<file path="src/rtl/rf_scoreboard.sv">
// rf_scoreboard: per-register pending-write tracker that gates instruction issue on RAW and
// counter-saturation hazards. Optional macro SB_WB_BYPASS_EN allows issue alongside the retiring writeback.
module rf_scoreboard #(
  parameter  int NREG  = 16,
  parameter  int CNT_W = 2,
  parameter  int TOT_W = 5,
  localparam int AW    = $clog2(NREG)
) (
  input  logic             clk,
  input  logic             rst_n,
  input  logic             flush,
  input  logic             iss_valid,
  output logic             iss_ready,
  input  logic [AW-1:0]    iss_src0,
  input  logic             iss_src0_use,
  input  logic [AW-1:0]    iss_src1,
  input  logic             iss_src1_use,
  input  logic [AW-1:0]    iss_dst,
  input  logic             iss_dst_we,
  input  logic             wb_we,
  input  logic [AW-1:0]    wb_addr,
  output logic [NREG-1:0]  busy_vec,
  output logic [TOT_W-1:0] inflight,
  output logic             idle,
  output logic             err
);

`ifdef SB_WB_BYPASS_EN
  localparam logic BYPASS = 1'b1;
`else
  localparam logic BYPASS = 1'b0;
`endif

  localparam logic [CNT_W-1:0] CNT_ONE = CNT_W'(1);
  localparam logic [CNT_W-1:0] CNT_MAX = '1;
  localparam logic [TOT_W-1:0] TOT_MAX = '1;

  logic [CNT_W-1:0] cnt_q [NREG];
  logic [TOT_W-1:0] inflight_q;
  logic             err_q;

  logic wb_live, wb_dec, wb_err;
  logic dst_counted, src0_hz, src1_hz, dst_hz, tot_hz, inc;

  // Counters never wrap: increments are pre-gated by iss_ready, decrements by a non-zero count.
  function automatic logic [CNT_W-1:0] cnt_step(input logic [CNT_W-1:0] c,
                                                input logic inc_i, input logic dec_i);
    if (inc_i && !dec_i && c != CNT_MAX) return c + CNT_W'(1);
    if (dec_i && !inc_i && c != '0)      return c - CNT_W'(1);
    return c;
  endfunction

  function automatic logic [TOT_W-1:0] tot_step(input logic [TOT_W-1:0] t,
                                                input logic inc_i, input logic dec_i);
    if (inc_i && !dec_i && t != TOT_MAX) return t + TOT_W'(1);
    if (dec_i && !inc_i && t != '0)      return t - TOT_W'(1);
    return t;
  endfunction

  // A source pending exactly once is satisfied by a same-cycle writeback only in bypass builds.
  function automatic logic src_hazard(input logic use_i, input logic [AW-1:0] addr,
                                      input logic [CNT_W-1:0] c, input logic wb_hit);
    return use_i && (addr != '0) && (c != '0) && !(BYPASS && wb_hit && (c == CNT_ONE));
  endfunction

  assign wb_live     = wb_we && (wb_addr != '0) && !flush;
  assign wb_dec      = wb_live && (cnt_q[wb_addr] != '0);
  assign wb_err      = wb_live && (cnt_q[wb_addr] == '0);
  assign dst_counted = iss_dst_we && (iss_dst != '0);

  assign src0_hz = src_hazard(iss_src0_use, iss_src0, cnt_q[iss_src0],
                              wb_dec && (wb_addr == iss_src0));
  assign src1_hz = src_hazard(iss_src1_use, iss_src1, cnt_q[iss_src1],
                              wb_dec && (wb_addr == iss_src1));
  assign dst_hz  = dst_counted && (cnt_q[iss_dst] == CNT_MAX)
                   && !(BYPASS && wb_dec && (wb_addr == iss_dst));
  assign tot_hz  = dst_counted && (inflight_q == TOT_MAX);

  assign iss_ready = !flush && !src0_hz && !src1_hz && !dst_hz && !tot_hz;
  assign inc       = iss_valid && iss_ready && dst_counted;

  always_ff @(posedge clk or negedge rst_n) begin
    if (!rst_n) begin
      for (int r = 0; r < NREG; r++) cnt_q[r] <= '0;
      inflight_q <= '0;
      err_q      <= 1'b0;
    end else begin
      if (wb_err) err_q <= 1'b1;
      if (flush) begin
        for (int r = 0; r < NREG; r++) cnt_q[r] <= '0;
        inflight_q <= '0;
      end else begin
        cnt_q[0] <= '0;
        for (int r = 1; r < NREG; r++)
          cnt_q[r] <= cnt_step(cnt_q[r], inc && (iss_dst == AW'(r)),
                               wb_dec && (wb_addr == AW'(r)));
        inflight_q <= tot_step(inflight_q, inc, wb_dec);
      end
    end
  end

  always_comb begin
    busy_vec = '0;
    for (int r = 0; r < NREG; r++) busy_vec[r] = (cnt_q[r] != '0);
  end

  assign inflight = inflight_q;
  assign idle     = (inflight_q == '0);
  assign err      = err_q;

endmodule
</file>
<file path="config.mk">
export PLATFORM = sky130hd
export DESIGN_NAME = rf_scoreboard
export DESIGN_NICKNAME = d
export VERILOG_FILES = /design/src/rtl/rf_scoreboard.sv
export SDC_FILE = /design/constraint.sdc
export NUM_CORES = 1
export LEC_CHECK = 0
export CORE_MARGIN = 8
export CORE_UTILIZATION = 45
export CTS_CLUSTER_SIZE = 16
export DETAILED_ROUTE_END_ITERATION = 8
export GPL_TIMING_DRIVEN = 1
export PLACE_DENSITY_LB_ADDON = 0.3
export SYNTH_ARGS = -nofsm -noshare
export SYNTH_HDL_FRONTEND = slang
export SYNTH_SLANG_ARGS = --single-unit
</file>
<file path="constraint.sdc">
create_clock -name clk -period 4.3 [get_ports clk]
set_clock_uncertainty 0.15 [all_clocks]
set_input_delay 0.645 -clock clk [delete_from_list [all_inputs] [get_ports clk]]
set_output_delay 0.645 -clock clk [all_outputs]
set_load 0.01 [all_outputs]
</file>
==> results of run 1 <==
-- layout by cell type (no fill, tap or decap), types with 3 or more instances in the layout --
cell type | netlist | layout
a2111oi_0 | 4 | 4
a211o_1 | 3 | 3
a211oi_1 | 4 | 4
a21o_1 | 7 | 7
a21oi_1 | 25 | 25
a221oi_1 | 3 | 3
a311o_1 | 4 | 4
a311oi_1 | 7 | 7
a31oi_1 | 9 | 9
and3_1 | 9 | 9
and3b_1 | 3 | 3
buf_4 | 5 | 13
clkbuf_8 | 0 | 6
clkdlybuf4s50_1 | 0 | 45
dfrtp_1 | 36 | 36
ha_1 | 33 | 33
inv_1 | 53 | 53
mux2_2 | 6 | 6
mux2i_1 | 13 | 13
mux4_2 | 11 | 11
nand2_1 | 39 | 39
nand2b_1 | 5 | 5
nand3_1 | 18 | 18
nand3b_1 | 4 | 4
nand4_1 | 10 | 10
nor2_1 | 47 | 47
nor2b_1 | 9 | 9
nor3_1 | 26 | 26
nor3b_1 | 6 | 6
nor4_1 | 7 | 6
o21a_1 | 5 | 5
o21ai_0 | 13 | 13
or3_1 | 3 | 3
-- worst register-to-register path, cell delays in order, from the launching register on --
cell and delay [ps]:
dfrtp_1 450, ha_1 240, and3_1 180, ha_1 250, a311o_1 300, nor4_1 320, nor4_2 120, or4b_4 660
a2111oi_2 510, o21bai_1 120, o221a_2 260
-- routing by layer --
metal	wire, um	part of all wire [%]
met5	0	0
met2	5540	46
met1	5270	44
met4	283	2.3
met3	990	8.2
-- synthesized netlist by cell type, drive strengths merged, types with 4 or more instances --
master    n
inv      53
nor2     47
nand2    39
dfrtp    36
ha       33
nor3     26
a21oi    25
nand3    18
clkbuf   15
mux2i    13
o21ai    13
buf      11
mux4     11
nand4    10
a31oi     9
and3      9
nor2b     9
nor4      8
a21o      7
a311oi    7
a2111oi   6
mux2      6
nor3b     6
and2      5
nand2b    5
o21a      5
a211oi    4
a311o     4
nand3b    4
nor4b     4
-- logic make-up after synthesis --
| family | Yosys count | synth area share [%] |
|---|---|---|
| AND/OR/NAND/NOR | 203 | 27.2 |
| multiplexers | 30 | 11.2 |
| other | 1 | 0.0945 |
| flip-flops | 36 | 22.7 |
| adder cells (fa/ha/maj) | 33 | 10.4 |
| buffers and inverters | 79 | 8.60 |
| XOR/XNOR | 2 | 0.441 |
| AO/OA/AOI/OAI | 105 | 19.4 |
-- sequential cells by signal (all words and copies together) (netlist names) --
signal	count
cnt_q	30
inflight	5
err	1
-- layout make-up --
cell class                      instances  area (sq um)  share of cell area [%]
Clock buffer                            8          90.1                    1.94
Inverter                               53           199                    4.29
Multi-Input combinational cell        374          2740                    59.1
Sequential cell                        36           901                    19.4
Tap cell                              108           135                    2.91
Timing Repair Buffer                   60           573                    12.4
-- timing repair --
item | 4_1_cts | 5_1_grt
setup endpoints to repair | 0 | 1
hold buffers | 0 | 0
gates resized for setup | 0 | 1
-- worst max path at each step --
stage	start	to	slack [ps]
global route	iss_src1[1]	iss_ready	7
global placement	iss_src1[1]	iss_ready	130
detailed placement	iss_dst[0]	cnt_q[7]	80
finish	iss_src1[1]	iss_ready	120
CTS	iss_dst[0]	iss_ready	120
floorplan	iss_dst[0]	cnt_q[7]	1000
-- power by group through the flow --
| stage | Clock (mW) | Sequential [mW] | Combinational [mW] |
|---|---|---|---|
| 6_report | 0.258 | 0.360 | 0.220 |
| 3_3_place_gp | 0 | 0.366 | 0.214 |
| 3_5_place_dp | 0 | 0.366 | 0.217 |
| 2_1_floorplan | 0 | 0.362 | 0.127 |
| 5_1_grt | 0.276 | 0.361 | 0.240 |
| 4_1_cts | 0.263 | 0.360 | 0.219 |
==> impl_metrics.env, run 1 <==
export IMPL_die_area_sq_um=12100
export IMPL_rsz0062_at_grt="false"
export IMPL_busiest_layer="met2"
export IMPL_syn_inst=489
export IMPL_dpl_cell_area_sq_um=4540
export IMPL_status="finished clean"
export IMPL_dp_hpwl_um=9300
export IMPL_max_slew_worst_pin_slew_ps=878
export IMPL_max_freq_mhz=239
export IMPL_grtUsageMet2_pct=33.0
export IMPL_fin_tns_setup_ps=0
export IMPL_fin_crit_ps=4180
export IMPL_insertion_delay_ps=290
export IMPL_start_kind="primary input"
export IMPL_port_buffers=46
export IMPL_async_reset_ff_share_pct=100
export IMPL_grt_pass1_vias=3869
export IMPL_synth_edf_count=0
export IMPL_gr_total_overflow=0
export IMPL_diodes=0
export IMPL_io_pins=48
export IMPL_cts_tree="built"
export IMPL_fin_cells=639
export IMPL_drive_gt1_share_pct=10.2
export IMPL_switching_power_mw=0.264
export IMPL_pre_cts_slack_ps=82.2
export IMPL_grt_start_max_net_pins=37
export IMPL_use_met3_pct=3.22
export IMPL_reg2reg_depth=10
export IMPL_cp_end_kind="primary output"
export IMPL_ir_drop_uv=96.9
export IMPL_finalHoldWorstSlack_ps=327
export IMPL_worstPathRequired_ps=3500
export IMPL_area_delta_synth_final_pct=16.8
export IMPL_cts_buffer_depth=2
export IMPL_finalPower_mw=0.837
export IMPL_final_nets=587
export IMPL_placed_cells=631
export IMPL_crit_arrival_ps=3390
export IMPL_r2r_start="inflight[0]"
export IMPL_timing_final_crit_share_pct=97.2
export IMPL_worstReg2RegEnd="cnt_q[3]"
export IMPL_netlist_area_sq_um=3970
export IMPL_synthTopCellsByArea="dfrtp_1, ha_1, mux4_2"
export IMPL_yosysUniqueCellTypes=62
export IMPL_die_y_um=110
export IMPL_fp_row_count=34
export IMPL_setup_viol=0
export IMPL_root_buffer="clkbuf_8"
export IMPL_seqPwrFrac_pct=43.0
export IMPL_path_common_cell="clkdlybuf4s50_1"
export IMPL_combPwrFrac_pct=26.3
export IMPL_synth_fp_nets=546
export IMPL_p_leak_nw=1.89
export IMPL_p_sw_share_pct=31.5
export IMPL_detail_route_first_pass_iterations=5
export IMPL_drc=0
export IMPL_p_int_mw=0.573
export IMPL_synth_yosys_warnings=0
export IMPL_slew_violations=0
export IMPL_vias=3951
export IMPL_wire_per_inst_um=18.9
export IMPL_crit_chain="clkdlybuf4s50_1 > mux4_2 > nor3b_1 > o41ai_1 > buf_4 > or2_2 > a31oi_1 > clkdlybuf4s50_1"
export IMPL_critPathBufInv=3
export IMPL_hold_viol=0
export IMPL_cellPowerDensity_nw_per_um2=181
export IMPL_core_region_area_sq_um=8640
export IMPL_cts_sinks=36
export IMPL_dieWidth_um=110
export IMPL_met1_usage_pct=26.5
export IMPL_slowest_stage="clkdlybuf4s50_1"
export IMPL_initial_core_util_pct=46.0
export IMPL_cp_max_fo=5
export IMPL_viasPerCell=6.18
export IMPL_crit_type="in2out"
export IMPL_maxSlewHeadroom_pct=41.4
export IMPL_grt_first_pass_wirelength_um=19400
export IMPL_grtUsageTotal_pct=20.4
export IMPL_final_area_sq_um=4640
export IMPL_synth_seq_area_share_pct=22.7
export IMPL_yosys_area_top_type="dfrtp_1"
export IMPL_netlist_area_leader_share_pct=22.7
export IMPL_hold_class="in2async"
export IMPL_drt_iter0_drc=249
export IMPL_clk_pin_slew_ps=70
export IMPL_cts_setup_buffers=0
export IMPL_syn_area_per_cell_sq_um=8.12
export IMPL_drv_cap=0
export IMPL_antenna_found_initial=0
export IMPL_critical_path_top_delay_family="buffers and inverters"
export IMPL_ff2ff_setup_slack_ps=640
export IMPL_timing_final_ws_setup_ps=118
export IMPL_cpPeakStageDelay_ps=590
export IMPL_num_fill_cells=803
export IMPL_p_clk_share_pct=30.8
export IMPL_ys_ff_latch=36
export IMPL_htreeDepth=2
export IMPL_finish_utilization_pct=53.7
export IMPL_wirelength_um=12100
export IMPL_ant_nets=0
export IMPL_gp_congestion=0.940
export IMPL_cts_buffers=5
export IMPL_worstSetupPathDepth=8
export IMPL_synth_top_flop_cell="dfrtp_1"
Note: power is estimated with default switching activity, not from simulation.
==> inputs of run 2 (changes only) <==
--- a/config.mk
+++ b/config.mk
@@ -5,6 +5,7 @@
 export SDC_FILE = /design/constraint.sdc
 export NUM_CORES = 1
 export LEC_CHECK = 0
+export ABC_AREA = 1
 export CORE_MARGIN = 8
 export CORE_UTILIZATION = 45
 export CTS_CLUSTER_SIZE = 16
==> constraint.sdc (replaced) <==
create_clock -name clk -period 4.3 [get_ports clk]
set_clock_uncertainty 0.15 [all_clocks]
set_input_delay 0.645 -clock clk [delete_from_list [all_inputs] [get_ports clk]]
set_output_delay 0.645 -clock clk [all_outputs]
set_load 0.02 [all_outputs]
==> run 2 against run 1 <==
Flip-flop and latch count did not move. Synthesized area rose by 14%. Critical endpoint unchanged. Non-clock buffer count decreased by 7. Worst hold slack worse by 3.0 ps.
==> impl_metrics.env, run 2 <==
export IMPL_seqPwrFrac_pct=37.1
export IMPL_yosys_area_top_type="nand2_1"
export IMPL_status="finished clean"
export IMPL_detail_route_first_pass_iterations=5
export IMPL_ff2ff_setup_slack_ps=1420
export IMPL_insertion_delay_ps=290
export IMPL_largest_reg_flops=30
export IMPL_switching_power_mw=0.403
export IMPL_max_slew_worst_pin_slew_ps=900
export IMPL_cp_max_fo=14
export IMPL_wire_per_inst_um=14.0
export IMPL_drive_gt1_share_pct=5.64
export IMPL_hold_class="in2async"
export IMPL_synthTopCellsByArea="nand2_1, dfrtp_1, inv_1"
export IMPL_p_leak_nw=2.70
export IMPL_maxSlewHeadroom_pct=40.0
export IMPL_cts_tree="built"
export IMPL_viasPerCell=5.26
export IMPL_synth_compound_area_share_pct=3.30
export IMPL_max_freq_mhz=264
export IMPL_syn_area_per_cell_sq_um=5.69
export IMPL_gp_congestion=0.909
export IMPL_netlist_area_sq_um=4510
export IMPL_dpl_cell_area_sq_um=5060
export IMPL_synth_most_common_cell="nand2_1"
export IMPL_slew_violations=0
export IMPL_syn_inst=792
export IMPL_fin_tns_setup_ps=0
export IMPL_crit_type="in2out"
export IMPL_grt_start_max_net_pins=37
export IMPL_final_nets=889
export IMPL_cts_resized=0
export IMPL_synthTopCellsByCount="nand2_1, inv_1, nor2_1"
export IMPL_fin_crit_ps=3780
export IMPL_cellPowerDensity_nw_per_um2=205
export IMPL_gr_total_overflow=0
export IMPL_ant_nets=0
export IMPL_port_buffers=46
export IMPL_cts_buffers=5
export IMPL_combPwrFrac_pct=33.4
export IMPL_holdBufCountCts=0
export IMPL_initial_core_util_pct=46.3
export IMPL_final_area_sq_um=5170
export IMPL_r2r_start="cnt_q[3]"
export IMPL_dieWidth_um=116
export IMPL_die_area_sq_um=13500
export IMPL_worstReg2RegEnd="cnt_q[12]"
export IMPL_diodes=0
export IMPL_cts_setup_buffers=0
export IMPL_rsz0062_at_grt="false"
export IMPL_async_reset_ff_share_pct=100
export IMPL_synth_top_family_by_area="simple AND/OR/NAND/NOR gates"
export IMPL_reg2reg_depth=16
export IMPL_core_region_area_sq_um=9730
export IMPL_synth_simple_gate_area_share_pct=51.8
export IMPL_root_buffer="clkbuf_8"
export IMPL_final_common_cell="nand2_1"
export IMPL_setup_viol=0
export IMPL_fp_row_count=36
export IMPL_timing_final_crit_share_pct=87.9
export IMPL_start_kind="primary input"
export IMPL_yosysUniqueCellTypes=33
export IMPL_crit_arrival_ps=2990
export IMPL_ys_ff_latch=36
export IMPL_netlist_area_leader_share_pct=20.1
export IMPL_drc=0
export IMPL_wirelength_um=13600
export IMPL_synth_edf_count=0
export IMPL_synth_yosys_warnings=0
export IMPL_finalPower_mw=1.06
export IMPL_hold_viol=0
export IMPL_synthXorXnorAreaFrac_pct=0.777
export IMPL_area_delta_synth_final_pct=14.6
export IMPL_ir_drop_uv=114
export IMPL_antenna_found_initial=0
export IMPL_synth_fa_ha_area_share_pct=9.16
export IMPL_grt_pass1_vias=4762
export IMPL_muxShareOfSynthArea_pct=0
export IMPL_grtUsageTotal_pct=20.8
export IMPL_htreeDepth=2
export IMPL_p_int_mw=0.658
export IMPL_dp_hpwl_um=10700
export IMPL_synth_top_flop_cell="dfrtp_1"
export IMPL_mostFrequentLayoutCells="nand2_1, inv_1, nor2_1"
export IMPL_drt_iter0_drc=469
export IMPL_die_y_um=116
export IMPL_cp_end_kind="primary output"
export IMPL_cts_sinks=36
export IMPL_grt_first_pass_wirelength_um=22800
export IMPL_clk_pin_slew_ps=90
export IMPL_cts_buffer_depth=2
export IMPL_drv_cap=0
export IMPL_vias=5077
export IMPL_io_pins=48
export IMPL_worstPathRequired_ps=3500
export IMPL_p_clk_share_pct=29.5
export IMPL_p_sw_share_pct=38.0
export IMPL_synth_seq_area_share_pct=20.0
export IMPL_synth_fp_nets=849
export IMPL_regMostFlops="cnt_q"
==> run 2: changes by cell type in the layout (fill, tap and decap cells not counted), moves of 13 or more <==
cell | previous run | this run
a21oi_1 | 25 | 8
inv_1 | 53 | 138
mux2i_1 | 13 | 0
nand2_1 | 39 | 242
nand3_1 | 18 | 86
nand4_1 | 10 | 60
nor2_1 | 47 | 116
nor2_2 | 0 | 15
nor3_1 | 26 | 3
==> run 2: metrics by stage <==
step	util, %	instances	hold slack, ps	worst slack (ps)
after global routing	53.1	966	389	283
after detailed placement	52.0	958	343	527
final	53.1	966	324	519
after floorplan	-	792	199	1640
after global placement	52.0	958	334	537
after CTS	53.1	966	346	518
==> run 2: critical path, cell delays in order <==
cell	delay (ps)
clkdlybuf4s50_1	820
inv_2	170
nand3_1	100
nand2_1	50
nor2_1	80
nor2_1	50
nor2_1	90
nand2_1	70
nand2_1	90
nand2_2	60
nand2_4	50
nand2_1	60
inv_1	50
clkdlybuf4s50_1	590
==> run 2: cell type report <==
class                   count  area (sq um)
well taps                 133           166
clock inverters             3          42.5
clock buffers               5          68.8
inverters                 145           544
flip-flops and latches     36           901
repair buffers             53           508
multi-input cells         591          2940
fillers                   998          4560
==> run 2: kinds of logic after synthesis <==
family,count (synthesis)
AND/OR/NAND/NOR,530
AO/OA/AOI/OAI,23
adder cells (fa/ha/maj),33
buffers and inverters,165
flip-flops,36
other,1
XOR/XNOR,4
==> run 2: how the worst max path moves through the flow <==
stage	cells past startpoint	to	start	slack (ps)
6_report	14	iss_ready	iss_dst[1]	520
5_1_grt	14	iss_ready	iss_dst[1]	280
4_1_cts	14	iss_ready	iss_dst[1]	520
3_5_place_dp	14	iss_ready	iss_dst[1]	530
3_3_place_gp	14	iss_ready	iss_dst[1]	540
2_1_floorplan	15	iss_ready	iss_dst[0]	1640
==> run 2: routing by layer <==
layer  GRT usage, %  vias up  share of wire, %
met4           6.22        0               2.1
met3           2.74       22               6.3
met1           26.7     2312                44
met2           35.6      169                47
li1               -     2574                 -
met5              0        -                 0
==> run 2: power by group through the flow <==
stage	Clock (mW)	Sequential [mW]	Combinational, mW
floorplan	0	0.386	0.228
global placement	0	0.399	0.347
detailed placement	0	0.400	0.353
CTS	0.321	0.393	0.355
global route	0.330	0.398	0.398
finish	0.313	0.393	0.354
==> inputs of run 3 (changes only) <==
--- a/config.mk
+++ b/config.mk
@@ -6,10 +6,12 @@
 export NUM_CORES = 1
 export LEC_CHECK = 0
 export ABC_AREA = 1
+export CAP_MARGIN = 20
 export CORE_MARGIN = 8
-export CORE_UTILIZATION = 45
+export CORE_UTILIZATION = 26
 export CTS_CLUSTER_SIZE = 16
 export DETAILED_ROUTE_END_ITERATION = 8
+export GPL_ROUTABILITY_DRIVEN = 0
 export GPL_TIMING_DRIVEN = 1
 export PLACE_DENSITY_LB_ADDON = 0.3
 export SYNTH_ARGS = -nofsm -noshare
==> run 3 against run 2 <==
Total power up 6.9%. Flip-flop and latch count stayed put. Register-to-register slack worse by 50 ps. Maximum frequency hardly changed. Sequential share of layout area fell by 0.59 points. Combinational power is 2% higher. Largest cell class unchanged.
==> impl_metrics.env, run 3 (synthesis results as in run 2) <==
export IMPL_io_pins=48
export IMPL_wire_per_inst_um=13.3
export IMPL_grtUsageTotal_pct=13.2
export IMPL_dpl_cell_area_sq_um=5200
export IMPL_setup_viol=0
export IMPL_root_buffer="clkbuf_16"
export IMPL_htreeDepth=2
export IMPL_crit_arrival_ps=2990
export IMPL_drc=0
export IMPL_cp_max_fo=14
export IMPL_slew_violations=0
export IMPL_fin_crit_ps=3780
export IMPL_drive_gt1_share_pct=5.85
export IMPL_cts_buffer_depth=2
export IMPL_placed_cells=1054
export IMPL_clk_pin_slew_ps=60
export IMPL_detail_route_first_pass_iterations=6
export IMPL_hold_viol=0
export IMPL_insertion_delay_ps=290
export IMPL_final_area_sq_um=5350
export IMPL_status="finished clean"
export IMPL_ir_drop_uv=128
export IMPL_drv_cap=0
export IMPL_start_kind="primary input"
export IMPL_crit_chain="clkdlybuf4s50_1 > nand2_1 > nand3b_1 > nand3_1 > nor2_1 > nand2_1 > nand2_1 > nand2_2 > nand2_4 > nand2_1 > inv_1 > clkdlybuf4s50_1"
export IMPL_vias=4817
export IMPL_mostFrequentLayoutCells="nand2_1, inv_1, nor2_1"
export IMPL_cts_resized=0
export IMPL_core_region_area_sq_um=17100
export IMPL_wirelength_um=14100
export IMPL_port_buffers=46
export IMPL_antenna_found_initial=0
export IMPL_maxSlewHeadroom_pct=37.8
export IMPL_crit_type="in2out"
export IMPL_ant_nets=0
export IMPL_pre_cts_slack_ps=537
export IMPL_gr_total_overflow=0
export IMPL_cts_setup_buffers=0
export IMPL_cts_tree="built"
export IMPL_p_leak_nw=2.74
export IMPL_cp_end_kind="primary output"
export IMPL_grt_first_pass_wirelength_um=23200
export IMPL_drt_iter0_drc=337
export IMPL_die_area_sq_um=21800
export IMPL_final_nets=893
export IMPL_dieWidth_um=148
export IMPL_path_common_cell="nand2_1"
export IMPL_cts_sinks=36
export IMPL_worstPathRequired_ps=3500
export IMPL_initial_core_util_pct=26.3
export IMPL_hold_class="reg2reg"
export IMPL_timing_final_ws_setup_ps=519
export IMPL_cts_buffers=5
export IMPL_viasPerCell=4.54
export IMPL_slowest_stage="clkdlybuf4s50_1"
export IMPL_grt_pass1_vias=4576
export IMPL_dp_hpwl_um=11200
export IMPL_diodes=0
export IMPL_critical_path_top_delay_family="buffers and inverters"
export IMPL_fp_row_count=48
export IMPL_area_delta_synth_final_pct=18.6
export IMPL_max_freq_mhz=264
export IMPL_regMostFlops="cnt_q"
export IMPL_holdBufCountCts=0
export IMPL_final_common_cell="nand2_1"
export IMPL_largest_reg_flops=30
export IMPL_timing_final_crit_share_pct=87.9
export IMPL_die_y_um=148
export IMPL_fin_cells=1062
export IMPL_fin_tns_setup_ps=0
export IMPL_grt_start_max_net_pins=37
export IMPL_max_slew_worst_pin_slew_ps=933
export IMPL_cellPowerDensity_nw_per_um2=212
export IMPL_cpPeakStageDelay_ps=800
export IMPL_critPathBufInv=3
export IMPL_rsz0062_at_grt="false"
[run 3: worst paths after layout]
path / from / endpoint / slack (ps) / cells after the start
worst max-delay path: iss_dst[1] / iss_ready / 520 / 12
worst min-delay path: err / err / 340 / 1
worst max register to register: cnt_q[25] / cnt_q[12] / 1370 / 16
worst min register to register: err / err / 340 / 1
max in group asynchronous: rst_n / cnt_q[28] / 3070 / 1
min in group asynchronous: rst_n / cnt_q[18] / 360 / 1
[run 3: power by group]
group | switching, mW | leakage [nW] | total [mW] | internal, mW
clock network | 0.145 | 0.0712 | 0.376 | 0.231
logic | 0.228 | 2.19 | 0.362 | 0.134
registers | 0.0385 | 0.477 | 0.396 | 0.357
[run 3: area by class of cell]
type,count,area [sq um]
fill,1920,11800
timing repair buffer,57,538
sequential,36,901
clock buffer,8,146
multi-input combinational,591,2940
tap,225,282
inverter,145,544
[run 3: metal layers]
metal	part of all wire, %	wire, um	GRT usage [%]
met2	47	6640	22.2
met1	46	6530	16.5
met3	3.4	476	1.93
met4	3.3	465	5.61
met5	0	0	0
[run 3: stage by stage]
step | hold WS (ps) | util, % | power [mW]
after floorplan | 199 | - | 0.615
after global placement | 352 | 30.4 | 0.767
after detailed placement | 337 | 30.4 | 0.768
after CTS | 351 | 31.2 | 1.15
after global routing | 369 | 31.2 | 1.21
final | 341 | 31.2 | 1.13
